--- config.mk ---
export PLATFORM = sky130hd
export DESIGN_NAME = gpio_irq_core
export DESIGN_NICKNAME = d
export VERILOG_FILES = /design/src/rtl/gpio_irq_pkg.sv /design/src/rtl/gpio_debounce.sv /design/src/rtl/gpio_irq_core.sv
export SDC_FILE = /design/constraint.sdc
export NUM_CORES = 1
export LEC_CHECK = 0
export CAP_MARGIN = 20
export CORE_UTILIZATION = 50
export DETAILED_ROUTE_END_ITERATION = 12
export PLACE_DENSITY_LB_ADDON = 0.08
export SETUP_SLACK_MARGIN = 0.3
export SLEW_MARGIN = 10
export SYNTH_ARGS = -nofsm -noshare
export SYNTH_HDL_FRONTEND = slang
export SYNTH_SLANG_ARGS = --single-unit
--- constraint.sdc ---
create_clock -name pclk -period 1.27 [get_ports pclk]
set_input_delay 0.254 -clock pclk [delete_from_list [all_inputs] [get_ports pclk]]
set_output_delay 0.254 -clock pclk [all_outputs]
set_load 0.005 [all_outputs]
--- src/rtl/gpio_irq_pkg.sv ---
// Shared definitions for the GPIO interrupt core: register word addresses and
// interrupt configuration encodings.
package gpio_irq_pkg;

    localparam int unsigned ADDR_DIR      = 0;
    localparam int unsigned ADDR_OUT      = 1;
    localparam int unsigned ADDR_IN       = 2;
    localparam int unsigned ADDR_IRQ_EN   = 3;
    localparam int unsigned ADDR_IRQ_TYPE = 4;
    localparam int unsigned ADDR_IRQ_POL  = 5;
    localparam int unsigned ADDR_IRQ_BOTH = 6;
    localparam int unsigned ADDR_STATUS   = 7;

    typedef enum logic {
        EDGE  = 1'b0,
        LEVEL = 1'b1
    } irq_type_e;

    typedef enum logic {
        RISE_HIGH = 1'b0,
        FALL_LOW  = 1'b1
    } irq_pol_e;

endpackage

--- src/rtl/gpio_debounce.sv ---
// Single-pin debounce filter; compiled only when GPIO_DEBOUNCE_EN is defined.
// The output follows the input once they have differed for DB_CYCLES cycles in a row.
`ifdef GPIO_DEBOUNCE_EN
module gpio_debounce #(
    parameter int unsigned DB_CYCLES = 4
) (
    input  logic i_clk,
    input  logic i_rst,
    input  logic i_d,
    output logic o_q
);

    logic [7:0] r_cnt;
    logic       r_q;

    always_ff @(posedge i_clk) begin
        if (i_rst) begin
            r_cnt <= '0;
            r_q   <= 1'b0;
        end else if (i_d != r_q) begin
            if (r_cnt == 8'(DB_CYCLES - 1)) begin
                r_q   <= i_d;
                r_cnt <= '0;
            end else begin
                r_cnt <= r_cnt + 8'd1;
            end
        end else begin
            // any agreement restarts the run of mismatches
            r_cnt <= '0;
        end
    end

    assign o_q = r_q;

endmodule
`endif

--- src/rtl/gpio_irq_core.sv ---
// Parametrised GPIO core: direction/output registers, synchronised inputs and
// sticky maskable interrupts. Optional input debounce under GPIO_DEBOUNCE_EN.
module gpio_irq_core
    import gpio_irq_pkg::*;
#(
    parameter int unsigned GPIO_WIDTH = 8,
    parameter int unsigned ADDR_W     = 3,
    parameter int unsigned DB_CYCLES  = 4
) (
    input  logic                  pclk,
    input  logic                  p_reset,
    input  logic                  wr_en,
    input  logic                  rd_en,
    input  logic [ADDR_W-1:0]     addr,
    input  logic [GPIO_WIDTH-1:0] wdata,
    output logic [GPIO_WIDTH-1:0] rdata,
    input  logic [GPIO_WIDTH-1:0] gpio_pin_in,
    output logic [GPIO_WIDTH-1:0] gpio_pin_out,
    output logic [GPIO_WIDTH-1:0] n_gpio_pin_oe,
    output logic                  irq
);

    if (GPIO_WIDTH < 1 || GPIO_WIDTH > 32) begin : g_bad_width
        $fatal(1, "GPIO_WIDTH out of range");
    end
    if (DB_CYCLES < 1 || DB_CYCLES > 255) begin : g_bad_db
        $fatal(1, "DB_CYCLES out of range");
    end

    logic [GPIO_WIDTH-1:0] r_dir;
    logic [GPIO_WIDTH-1:0] r_out;
    logic [GPIO_WIDTH-1:0] r_irq_en;
    logic [GPIO_WIDTH-1:0] r_irq_type;
    logic [GPIO_WIDTH-1:0] r_irq_pol;
    logic [GPIO_WIDTH-1:0] r_irq_both;
    logic [GPIO_WIDTH-1:0] r_status;
    logic [GPIO_WIDTH-1:0] r_sync1;
    logic [GPIO_WIDTH-1:0] r_sync2;
    logic [GPIO_WIDTH-1:0] r_prev;
    logic [GPIO_WIDTH-1:0] r_rdata;

    logic [GPIO_WIDTH-1:0] w_det;
    logic [GPIO_WIDTH-1:0] w_hit;
    logic [GPIO_WIDTH-1:0] w_w1c;
    logic [GPIO_WIDTH-1:0] w_status_d;
    logic [GPIO_WIDTH-1:0] w_rd_val;

`ifdef GPIO_DEBOUNCE_EN
    for (genvar g = 0; g < GPIO_WIDTH; g++) begin : g_db
        gpio_debounce #(
            .DB_CYCLES(DB_CYCLES)
        ) u_db (
            .i_clk(pclk),
            .i_rst(p_reset),
            .i_d  (r_sync2[g]),
            .o_q  (w_det[g])
        );
    end
`else
    assign w_det = r_sync2;
`endif

    // Per-pin trigger condition; prev holds the detector input from one cycle earlier.
    always_comb begin
        w_hit = '0;
        for (int i = 0; i < GPIO_WIDTH; i++) begin
            if (irq_type_e'(r_irq_type[i]) == LEVEL) begin
                w_hit[i] = (irq_pol_e'(r_irq_pol[i]) == FALL_LOW) ? ~w_det[i] : w_det[i];
            end else if (r_irq_both[i]) begin
                w_hit[i] = w_det[i] ^ r_prev[i];
            end else if (irq_pol_e'(r_irq_pol[i]) == FALL_LOW) begin
                w_hit[i] = ~w_det[i] & r_prev[i];
            end else begin
                w_hit[i] = w_det[i] & ~r_prev[i];
            end
        end
    end

    assign w_w1c      = (wr_en && addr == ADDR_W'(ADDR_STATUS)) ? wdata : '0;
    // set is OR-ed after the clear so a same-cycle event wins over W1C
    assign w_status_d = (r_status & ~w_w1c) | (w_hit & r_irq_en);

    always_comb begin
        w_rd_val = '0;
        case (addr)
            ADDR_W'(ADDR_DIR):      w_rd_val = r_dir;
            ADDR_W'(ADDR_OUT):      w_rd_val = r_out;
            ADDR_W'(ADDR_IN):       w_rd_val = w_det;
            ADDR_W'(ADDR_IRQ_EN):   w_rd_val = r_irq_en;
            ADDR_W'(ADDR_IRQ_TYPE): w_rd_val = r_irq_type;
            ADDR_W'(ADDR_IRQ_POL):  w_rd_val = r_irq_pol;
            ADDR_W'(ADDR_IRQ_BOTH): w_rd_val = r_irq_both;
            ADDR_W'(ADDR_STATUS):   w_rd_val = r_status;
            default:                w_rd_val = '0;
        endcase
    end

    always_ff @(posedge pclk) begin
        if (p_reset) begin
            r_dir      <= '0;
            r_out      <= '0;
            r_irq_en   <= '0;
            r_irq_type <= '0;
            r_irq_pol  <= '0;
            r_irq_both <= '0;
            r_status   <= '0;
            r_sync1    <= '0;
            r_sync2    <= '0;
            r_prev     <= '0;
            r_rdata    <= '0;
        end else begin
            r_sync1  <= gpio_pin_in;
            r_sync2  <= r_sync1;
            r_prev   <= w_det;
            r_status <= w_status_d;
            if (rd_en) begin
                r_rdata <= w_rd_val;
            end
            if (wr_en) begin
                case (addr)
                    ADDR_W'(ADDR_DIR):      r_dir      <= wdata;
                    ADDR_W'(ADDR_OUT):      r_out      <= wdata;
                    ADDR_W'(ADDR_IRQ_EN):   r_irq_en   <= wdata;
                    ADDR_W'(ADDR_IRQ_TYPE): r_irq_type <= wdata;
                    ADDR_W'(ADDR_IRQ_POL):  r_irq_pol  <= wdata;
                    ADDR_W'(ADDR_IRQ_BOTH): r_irq_both <= wdata;
                    default: ;
                endcase
            end
        end
    end

    assign rdata         = r_rdata;
    assign gpio_pin_out  = r_out;
    assign n_gpio_pin_oe = ~r_dir;
    assign irq           = |(r_status & r_irq_en);

endmodule

**Word level (Yosys, flattened, before mapping)**

Cells that the tools add are included.
Widths: inputs -> output; s select.

- Register bits after elaboration: 88
- Bits of input ports: 23
- Output and inout bits: 25

- Equal/unequal tests: 7
- Multiplexer cells: 34
- Bitwise logic cells: 46
- Reduce and logical (&&, ||, !) cells: 9

Operator list:

| kind | number |
|---|---|
| $pmux 8 s8 | 1 |
| $mux 1 | 32 |
| $and 8x8->8 | 3 |
| $and 1x1->1 | 16 |
| $not 1->1 | 16 |
| $not 8->8 | 2 |
| $eq 3x3->1 const B | 4 |
| $reduce_and 2->1 | 6 |
| $mux 8 | 1 |
| $or 8x8->8 | 1 |
| $reduce_or 8->1 | 1 |
| $xor 1x1->1 | 8 |
| $eq 3x2->1 const B | 2 |
| $eq 3x1->1 const B | 1 |
| $logic_not 3->1 | 1 |
| $logic_and 1x1->1 | 1 |

**Depth between registers and ports, before layout**

Gate-level depths: netlist (run 1).

- Depth in word-level cells: 7
- Mapped depth: 6

**Worst setup path before layout (run 1)**

OpenSTA, ideal clock, no wires.

- Path type: reg-to-reg
- Start point: reg r_sync2[7]
- End point: reg r_status[7]
- Arrival time: 1.081 ns
- Required time: 1.138 ns
- Setup slack: 0.057 ns
- Cell stages (with the launch flop): 6
- Buffers on the path: 0
- Clock period less this slack: 1.213 ns
- Cells stage by stage: dfxtp_1 > inv_1 > ha_1 > mux2_2 > o2111ai_1 > a21oi_1

- Cells in the longest elaborated chain, start to end: 7
- Elaborated cells on any way between the ends: 10
- Classes of those cells: 4 x mux; 6 x bitwise

RTL lines:

| what | RTL line | RTL |
|---|---|---|
| start: declaration | gpio_irq_core.sv:38 | `logic [GPIO_WIDTH-1:0] r_sync2;` |
| start signal: assignment | gpio_irq_core.sv:113 | `r_sync2 <= r_sync1;` |
| $not 1->1 | gpio_irq_core.sv:68, gpio_irq_core.sv:72 |  |
| $and 1x1->1 | gpio_irq_core.sv:72 | `w_hit[i] = ~w_det[i] & r_prev[i];` |
| $mux 1 | gpio_irq_core.sv:71 | `end else if (irq_pol_e'(r_irq_pol[i]) == FALL_LOW) begin` |
| $mux 1 | gpio_irq_core.sv:69 | `end else if (r_irq_both[i]) begin` |
| $mux 1 (*) | gpio_irq_core.sv:67 | `if (irq_type_e'(r_irq_type[i]) == LEVEL) begin` |
| $and 8x8->8 (*) | gpio_irq_core.sv:81 | `assign w_status_d = (r_status & ~w_w1c) \| (w_hit & r_irq_en);` |
| $or 8x8->8 (*) | gpio_irq_core.sv:81 |  |
| end signal: assignment | gpio_irq_core.sv:115 | `r_status <= w_status_d;` |
| end: declaration | gpio_irq_core.sv:36 | `logic [GPIO_WIDTH-1:0] r_status;` |

Every way passes the cells marked *; elsewhere a longest branch is shown, timed or not.
A chain may end at the register's enable or synchronous reset.

**Worst setup path after layout (run 1)**

- Start point: reg r_irq_en[1]
- End point: out irq

- Cells in the longest elaborated chain, start to end: 2

RTL lines:

| what | RTL line | RTL |
|---|---|---|
| start: declaration | gpio_irq_core.sv:32 | `logic [GPIO_WIDTH-1:0] r_irq_en;` |
| start signal: assignment | gpio_irq_core.sv:123 | `ADDR_W'(ADDR_IRQ_EN): r_irq_en <= wdata;` |
| $and 8x8->8 | gpio_irq_core.sv:136 | `assign irq = \|(r_status & r_irq_en);` |
| $reduce_or 8->1 | gpio_irq_core.sv:136 |  |
| end: declaration | gpio_irq_core.sv:20 | `output logic irq` |

No other way between the ends.

==> results of run 1 <==
-- flip-flops by register name, summed over array words and instances (netlist names) --
signal and flops:
r_prev 8, r_irq_type 8, r_sync2 8, r_dir 8
r_sync1 8, r_status 8, rdata 8, r_irq_en 8
gpio_pin_out 8, r_irq_pol 8, r_irq_both 8
-- critical path: stages (launching register included) --
cell and delay (ps):
dfxtp_2 330, a22oi_2 220, buf_4 150, nand4_1 110, buf_2 150
-- cells in the mapped netlist, types with 2 or more instances --
master and count:
o21ai_0 3, nand3_1 3, buf_2 3, nor3b_1 2
a32oi_1 8, ha_1 16, inv_1 33, nor2b_1 20
clkbuf_1 10, nor2_1 12, buf_6 4, mux2i_1 21
a221oi_1 6, nand2b_1 2, o2111ai_1 8, mux2_2 8
nand2b_4 2, a21oi_1 56, o21ai_1 3, or3_1 2
dfxtp_1 88, o22ai_1 8, a22oi_1 4, a211oi_1 4
o221ai_1 5, nor2_4 2, xor2_1 8, buf_12 2
nand2_1 132
-- repair_timing --
| item | 4_1_cts | 5_1_grt |
|---|---|---|
| resized for setup | 255 | 78 |
| cloned | 2 | 1 |
| setup endpoints to repair | 89 | 81 |
| buffers inserted | 43 | 6 |
| pin swaps | 43 | 37 |
-- cells by family after synthesis --
family	Yosys count	synth area share [%]
buffers and inverters	54	6.67
adders and majority gates	16	4.87
muxes	29	7.31
DFF	88	42.9
AOI/OAI and AO/OA	106	16.3
xor gates and xnor gates	8	1.71
and+or+nand+nor	184	20.3
-- layout make-up --
type                            count  area (um^2)  share of cell area [%]
Multi-Input combinational cell    343         2750                    42.0
Sequential cell                    88         1850                    28.2
Timing Repair Buffer              159         1480                    22.5
Inverter                           33          144                    2.19
Clock buffer                       10          138                    2.10
Tap cell                          102          128                    1.95
Clock inverter                      6         68.8                    1.05
-- per-layer routing --
metal / up-vias / global-route usage (%)
met2: 254 / 51.5
met4: 0 / 16.9
met1: 2086 / 40.6
met3: 75 / 6.16
met5: - / 0
li1: 1954 / -
-- power breakdown --
| part | switching, mW | leakage (nW) | internal (mW) | total [mW] |
|---|---|---|---|---|
| Sequential | 0.0745 | 0.743 | 2.83 | 2.90 |
| Clock | 1.10 | 0.102 | 0.970 | 2.07 |
| Combinational | 0.475 | 1.69 | 0.476 | 0.950 |
-- cell usage in the layout, fill, tap and decap left out, drive strengths merged --
cell type	n
dlymetal6s2s	1
nand4	1
dfxtp	88
clkinvlp	1
mux2	8
mux2i	21
o22ai	8
nor3	1
inv	33
nand3	3
a22oi	4
nor2	15
xor2	8
o221ai	5
a221oi	6
clkdlybuf4s50	16
clkdlybuf4s15	1
nand2	133
nor3b	2
a21oi	56
or3	2
a32oi	8
clkinv	4
nand2b	5
buf	140
clkbuf	11
o21ai	6
and4	1
a211oi	5
nor2b	21
o2111ai	8
bufinv	1
ha	16
-- worst max-delay path by stage --
stage / startpoint / endpoint / slack (ps) / cells past startpoint
2_1_floorplan: addr[0] / rdata[5] / 80 / 5
3_3_place_gp: addr[1] / rdata[3] / -660 / 5
3_5_place_dp: addr[1] / rdata[3] / -640 / 5
4_1_cts: r_irq_en[1] / irq / -320 / 4
5_1_grt: r_irq_en[1] / irq / -380 / 4
6_report: r_irq_en[1] / irq / -330 / 4
-- stage by stage --
stage | hold WS (ps) | cells | instance area, um^2 | util [%] | TNS (ps)
floorplan | 382 | 485 | 4280 | - | 0
global placement | 416 | 673 | 5200 | 66.3 | -34940
detailed placement | 424 | 673 | 5200 | 66.3 | -37050
CTS | 280 | 734 | 6140 | 78.2 | -315
global route | 321 | 741 | 6560 | 83.6 | -454
finish | 289 | 741 | 6560 | 83.6 | -338
==> metrics.md, run 1 <==
| Metric | Value |
|---|---|
| HP Start | p_reset |
| Number of global-route vias before repair | 4128 |
| # clock sinks | 88 |
| Failing checks | setup timing |
| Worst Path Arrival | 1340 ps |
| Area grow syn2layout | 59.6% |
| R2R Path Start | r_irq_pol[7] |
| PD cells | 903 mW/mm^2 |
| Synth area leader | dfxtp_1 |
| Pre-CTS setup slack | -638 ps |
| Status | finished with violations |
| WHS Endpoint | rdata[1] |
| Asr flop ratio synth | 0% |
| Unrepaired setup endpoints after global routing | yes |
| R2r worst-path depth | 5 |
| Post-route ant nets | 0 |
| LEAKAGE | 2.54 nW |
| Setup Crit Path Kind | reg -> out |
| Met2 routed WL | 7.06 mm |
| Minimum clock period | 1600 ps |
| Seq/Total Area, Yosys | 42.9% |
| Worst slew pin tran | 453 ps |
| Yosys top cell area share | 42.9% |
| CTS tree | done |
| Rel. slew slack | 69.8% |
| Flops & latches, synth | 88 |
| Metal3 WL | 1.14 mm |
| # diodes | 0 |
| Post-synth top flop | dfxtp_1 |
| DRC errors left | 0 |
| Slew Viols, Final | 0 |
| CTS max path bufs | 2 |
| Gr usage total | 32.0% |
| Yosys cell types | 39 |
| Die area | 0.00858 mm^2 |
| Gr ovfl total | 0 |
| Number of synthesized flops with an enable pin | 0 |
| Largest net degree at the start of global routing | 81 |
| CP endpoint kind | output port |
| Share of cells above drive strength 1 | 53.2% |
| Core Region | 0.00785 mm^2 |
| Row cnt | 32 |
| Global-route wire length before repair | 20.9 mm |
| HP Class | in -> reg |
| Worst EP required | 1020 ps |
| Vias after detailed routing | 4369 |
| Dpl hpwl | 8.01 mm |
| Final Worst Setup Slack | -327 ps |
| Final Setup Violations | 2 |
| Antenna violations before repair | 0 |
| Initial DRC count | 308 |
| Clk slew on worst S/H paths | 90 ps |
| Router iterations before antenna repair | 5 |
| Gpl congestion | 0.893 |
| M1 wire length | 5.94 mm |
| Hold Vio Cnt, Final | 0 |
| Die width | 92.6 um |
| Final period utilization | 126% |
| Highest metal used | met4 |
| Gate Count Post-Synth | 485 |
| Hold_buf cts | 0 |
| CP Launch Type | flop |
| Maximum vdd drop | 818 uV |
| Reg2reg setup slack | -10 ps |
| Number of port buffers | 47 |
| Hold depth | 4 |
| Starting density of the core | 52.3% |
| Synth warn | 0 |
| Area of the mapped netlist | 0.00411 mm^2 |
| Total Nets Final | 673 |
| Maximum clock frequency | 626 MHz |
| # fillers | 416 |
| Final Total Pwr | 5.92 mW |
| H-tree levels | 3 |
| Routed vias/inst | 5.90 |
| Worst Path Max Fanout | 2 |
| CTS buffer count | 9 |
| FF-to-FF End | rdata[7] |
| CTS root buf | clkbuf_8 |
| Total nets after synthesis | 524 |
| Die H | 92.6 um |
| Max-Cap Viols | 0 |
| Syn avg cell area | 8.47 um^2 |
| # IOs | 48 |
| Drt total wl | 15.0 mm |
| WL/cell | 20.2 um |
| Synth area leaders | dfxtp_1 (43%), nand2_1 (12%), a21oi_1 (6.8%) |
| Skew final | 7.09 ps |
| Clk_lat worst skew | 370 ps |
Note: power is estimated with default switching activity, not from simulation.
==> run 2, diff against run 1 <==
--- a/config.mk
+++ b/config.mk
@@ -14,3 +14,4 @@
 export SYNTH_ARGS = -nofsm -noshare
 export SYNTH_HDL_FRONTEND = slang
 export SYNTH_SLANG_ARGS = --single-unit
+export TNS_END_PERCENT = 20
==> metrics.md, run 2 (synthesis gave the netlist of run 1 again) <==
| Metric | Value |
|---|---|
| Worst Path Max Fanout | 2 (unchanged) |
| Router iterations before antenna repair | 4 (-1) |
| Hold Vio Cnt, Final | 0 (unchanged) |
| Final period utilization | 119% (-7.1 points) |
| Unrepaired setup endpoints after global routing | yes |
| Worst Path Arrival | 1250 ps (-90 ps) |
| Row cnt | 32 (unchanged) |
| Final Worst Setup Slack | -237 ps (+89.9 ps) |
| Area grow syn2layout | 53.4% |
| Hold depth | 2 (-2) |
| DP Area | 0.00521 mm^2 (about the same) |
| CTS buffer count | 9 (unchanged) |
| Final non-filler cell area | 0.00630 mm^2 (-3.9%) |
| Maximum vdd drop | 645 uV (-21%) |
| CTS root buf | clkbuf_8 |
| Commonest non-fill, non-tap cells in the layout | nand2_1 (107), buf_4 (54), dfxtp_2 (52), buf_6 (36), a21oi_1 (30) |
| Maximum clock frequency | 664 MHz (+6.0%) |
| Skew final | 12.6 ps (+5.50 ps) |
| Post-route ant nets | 0 (unchanged) |
| Gr usage total | 30.6% (-1.4 points) |
| Global-route wire length before repair | 19.9 mm (-4.8%) |
| Setup Crit Path Kind | reg -> out |
| WHS Endpoint | r_prev[7] |
| Final Total Pwr | 5.66 mW (-4.4%) |
| Starting density of the core | 52.3% (unchanged) |
| Total Nets Final | 647 (-3.9%) |
| PD cells | 898 mW/mm^2 (-0.52%) |
| Setup TNS | -237 ps (+101 ps) |
| Gr ovfl total | 0 (unchanged) |
| Die width | 92.6 um (unchanged) |
| Drt total wl | 13.9 mm (-7.0%) |
| Final Setup Violations | 1 (-1) |
| DRC errors left | 0 (unchanged) |
| Clk_lat worst skew | 370 ps (about the same) |
| CTS tree | done |
| Final Non-Filler Cells | 714 (-3.6%) |
| Die H | 92.6 um (unchanged) |
| Slew Viols, Final | 0 (unchanged) |
| Vias after detailed routing | 4246 (-2.8%) |
| Clk slew on worst S/H paths | 90 ps (about the same) |
| Rel. slew slack | 69.8% (about the same) |
| Worst EP required | 1020 ps (about the same) |
| # diodes | 0 (unchanged) |
| CP endpoint kind | output port |
| CP Launch Type | flop |
| Failing checks | setup timing |
| Reg2reg setup slack | 30 ps (+40 ps) |
| Seq pwr share | 51.3% (+2.3 points) |
| HP Start | p_reset |
| Number of port buffers | 47 (unchanged) |
| Hold Worst Slack | 122 ps (-167 ps) |
| Comb power frac | 15.3% (-0.8 points) |
| Core Region | 0.00785 mm^2 (unchanged) |
| Die area | 0.00858 mm^2 (unchanged) |
| R2r worst-path depth | 5 (unchanged) |
| LEAKAGE | 2.32 nW (-8.5%) |
| Sw frac | 26.7% (-1.1 points) |
| R2R Path Start | r_sync2[7] |
| CTS max path bufs | 2 (unchanged) |
| HP Class | in -> reg |
| Gpl congestion | 0.898 (+0.60%) |
| FF-to-FF End | r_status[7] |
| Minimum clock period | 1510 ps (-89.9 ps) |
| WL/cell | 19.5 um (-3.5%) |
| Status | finished with violations |
| Cells after DPL | 680 (+1.0%) |
| Share of cells above drive strength 1 | 55.4% (+2.2 points) |
| Clk network pwr share | 33.4% (-1.5 points) |
| # clock sinks | 88 (unchanged) |
| Largest net degree at the start of global routing | 80 (-1.2%) |
| Worst slew pin tran | 453 ps (-0.281 ps) |
| Initial DRC count | 366 (+19%) |
| Dpl hpwl | 8.33 mm (+4.0%) |
| Number of global-route vias before repair | 3887 (-5.8%) |
| H-tree levels | 3 (unchanged) |
| Routed vias/inst | 5.95 (+0.86%) |
| # fillers | 503 (+21%) |
| Max-Cap Viols | 0 (unchanged) |
| Antenna violations before repair | 0 (unchanged) |
| # IOs | 48 (unchanged) |
| Hold_buf cts | 0 (unchanged) |
| Cell-internal power | 4.15 mW (-2.9%) |
| NetSw | 1.51 mW (-8.2%) |
| Commonest non-fill, non-tap cell in the layout | nand2_1 |
[run 2: cell types whose count changed in the layout (fill, tap and decap cells not counted), moves of 7 or more]
cell and change:
a21oi_1 -15, a21oi_2 +15, buf_4 -27, dfxtp_1 -7
dfxtp_2 +7, mux2i_1 -8, mux2i_2 +7, nand2_1 -8
nand2_2 +8
[run 2: how the worst max path moves through the flow]
stage,cells past startpoint,start,end,slack (ps)
3_3_place_gp,5,addr[1],rdata[6],-680
3_5_place_dp,5,addr[1],rdata[6],-680
5_1_grt,3,r_irq_en[1],irq,-280
2_1_floorplan,5,addr[0],rdata[5],70
6_report,3,r_irq_en[1],irq,-240
4_1_cts,3,r_irq_en[1],irq,-230
[run 2: worst max-delay path, stage by stage (launching register included)]
cell     delay [ps]
dfxtp_2         340
a22oi_2         240
nand4_1         160
buf_2           160
[run 2: what timing repair did]
| action | in CTS | in global routing |
|---|---|---|
| buffers inserted | 10 | 8 |
| setup endpoints to repair | 89 | 87 |
| gates cloned | 1 | 0 |
| hold endpoints to repair | 0 | 0 |
| gates resized for setup | 262 | 110 |
| pin swaps | 66 | 64 |
[run 2: per-layer routing]
layer	part of all wire (%)	vias to the layer above	track usage [%]
met4	3.9	0	16.2
met2	47	241	48.1
li1	-	1903	-
met3	8.3	51	6.49
met1	41	2051	39.4
met5	0	-	0
[run 2: power groups by stage]
stage	Sequential, mW	Clock (mW)	Combinational (mW)
floorplan	2.95	0	0.329
global placement	2.95	0	0.633
detailed placement	2.96	0	0.645
CTS	2.89	1.89	0.734
global route	2.91	2.03	0.912
finish	2.90	1.89	0.865
[run 2: cell type report]
type | count | area, um^2 | area share (%)
clock buffers | 12 | 135 | 2.14
clock inverters | 3 | 43.8 | 0.695
inverters | 33 | 146 | 2.32
multi-input cells | 343 | 2750 | 43.6
flip-flops and latches | 88 | 1860 | 29.5
well taps | 102 | 128 | 2.03
repair buffers | 133 | 1240 | 19.7
[run 2: per-stage QoR]
stage	utilization (%)	setup slack, ps
CTS	74.4	-228
global placement	66.4	-680
finish	80.3	-237
floorplan	-	72.0
global route	80.3	-276
detailed placement	66.4	-685
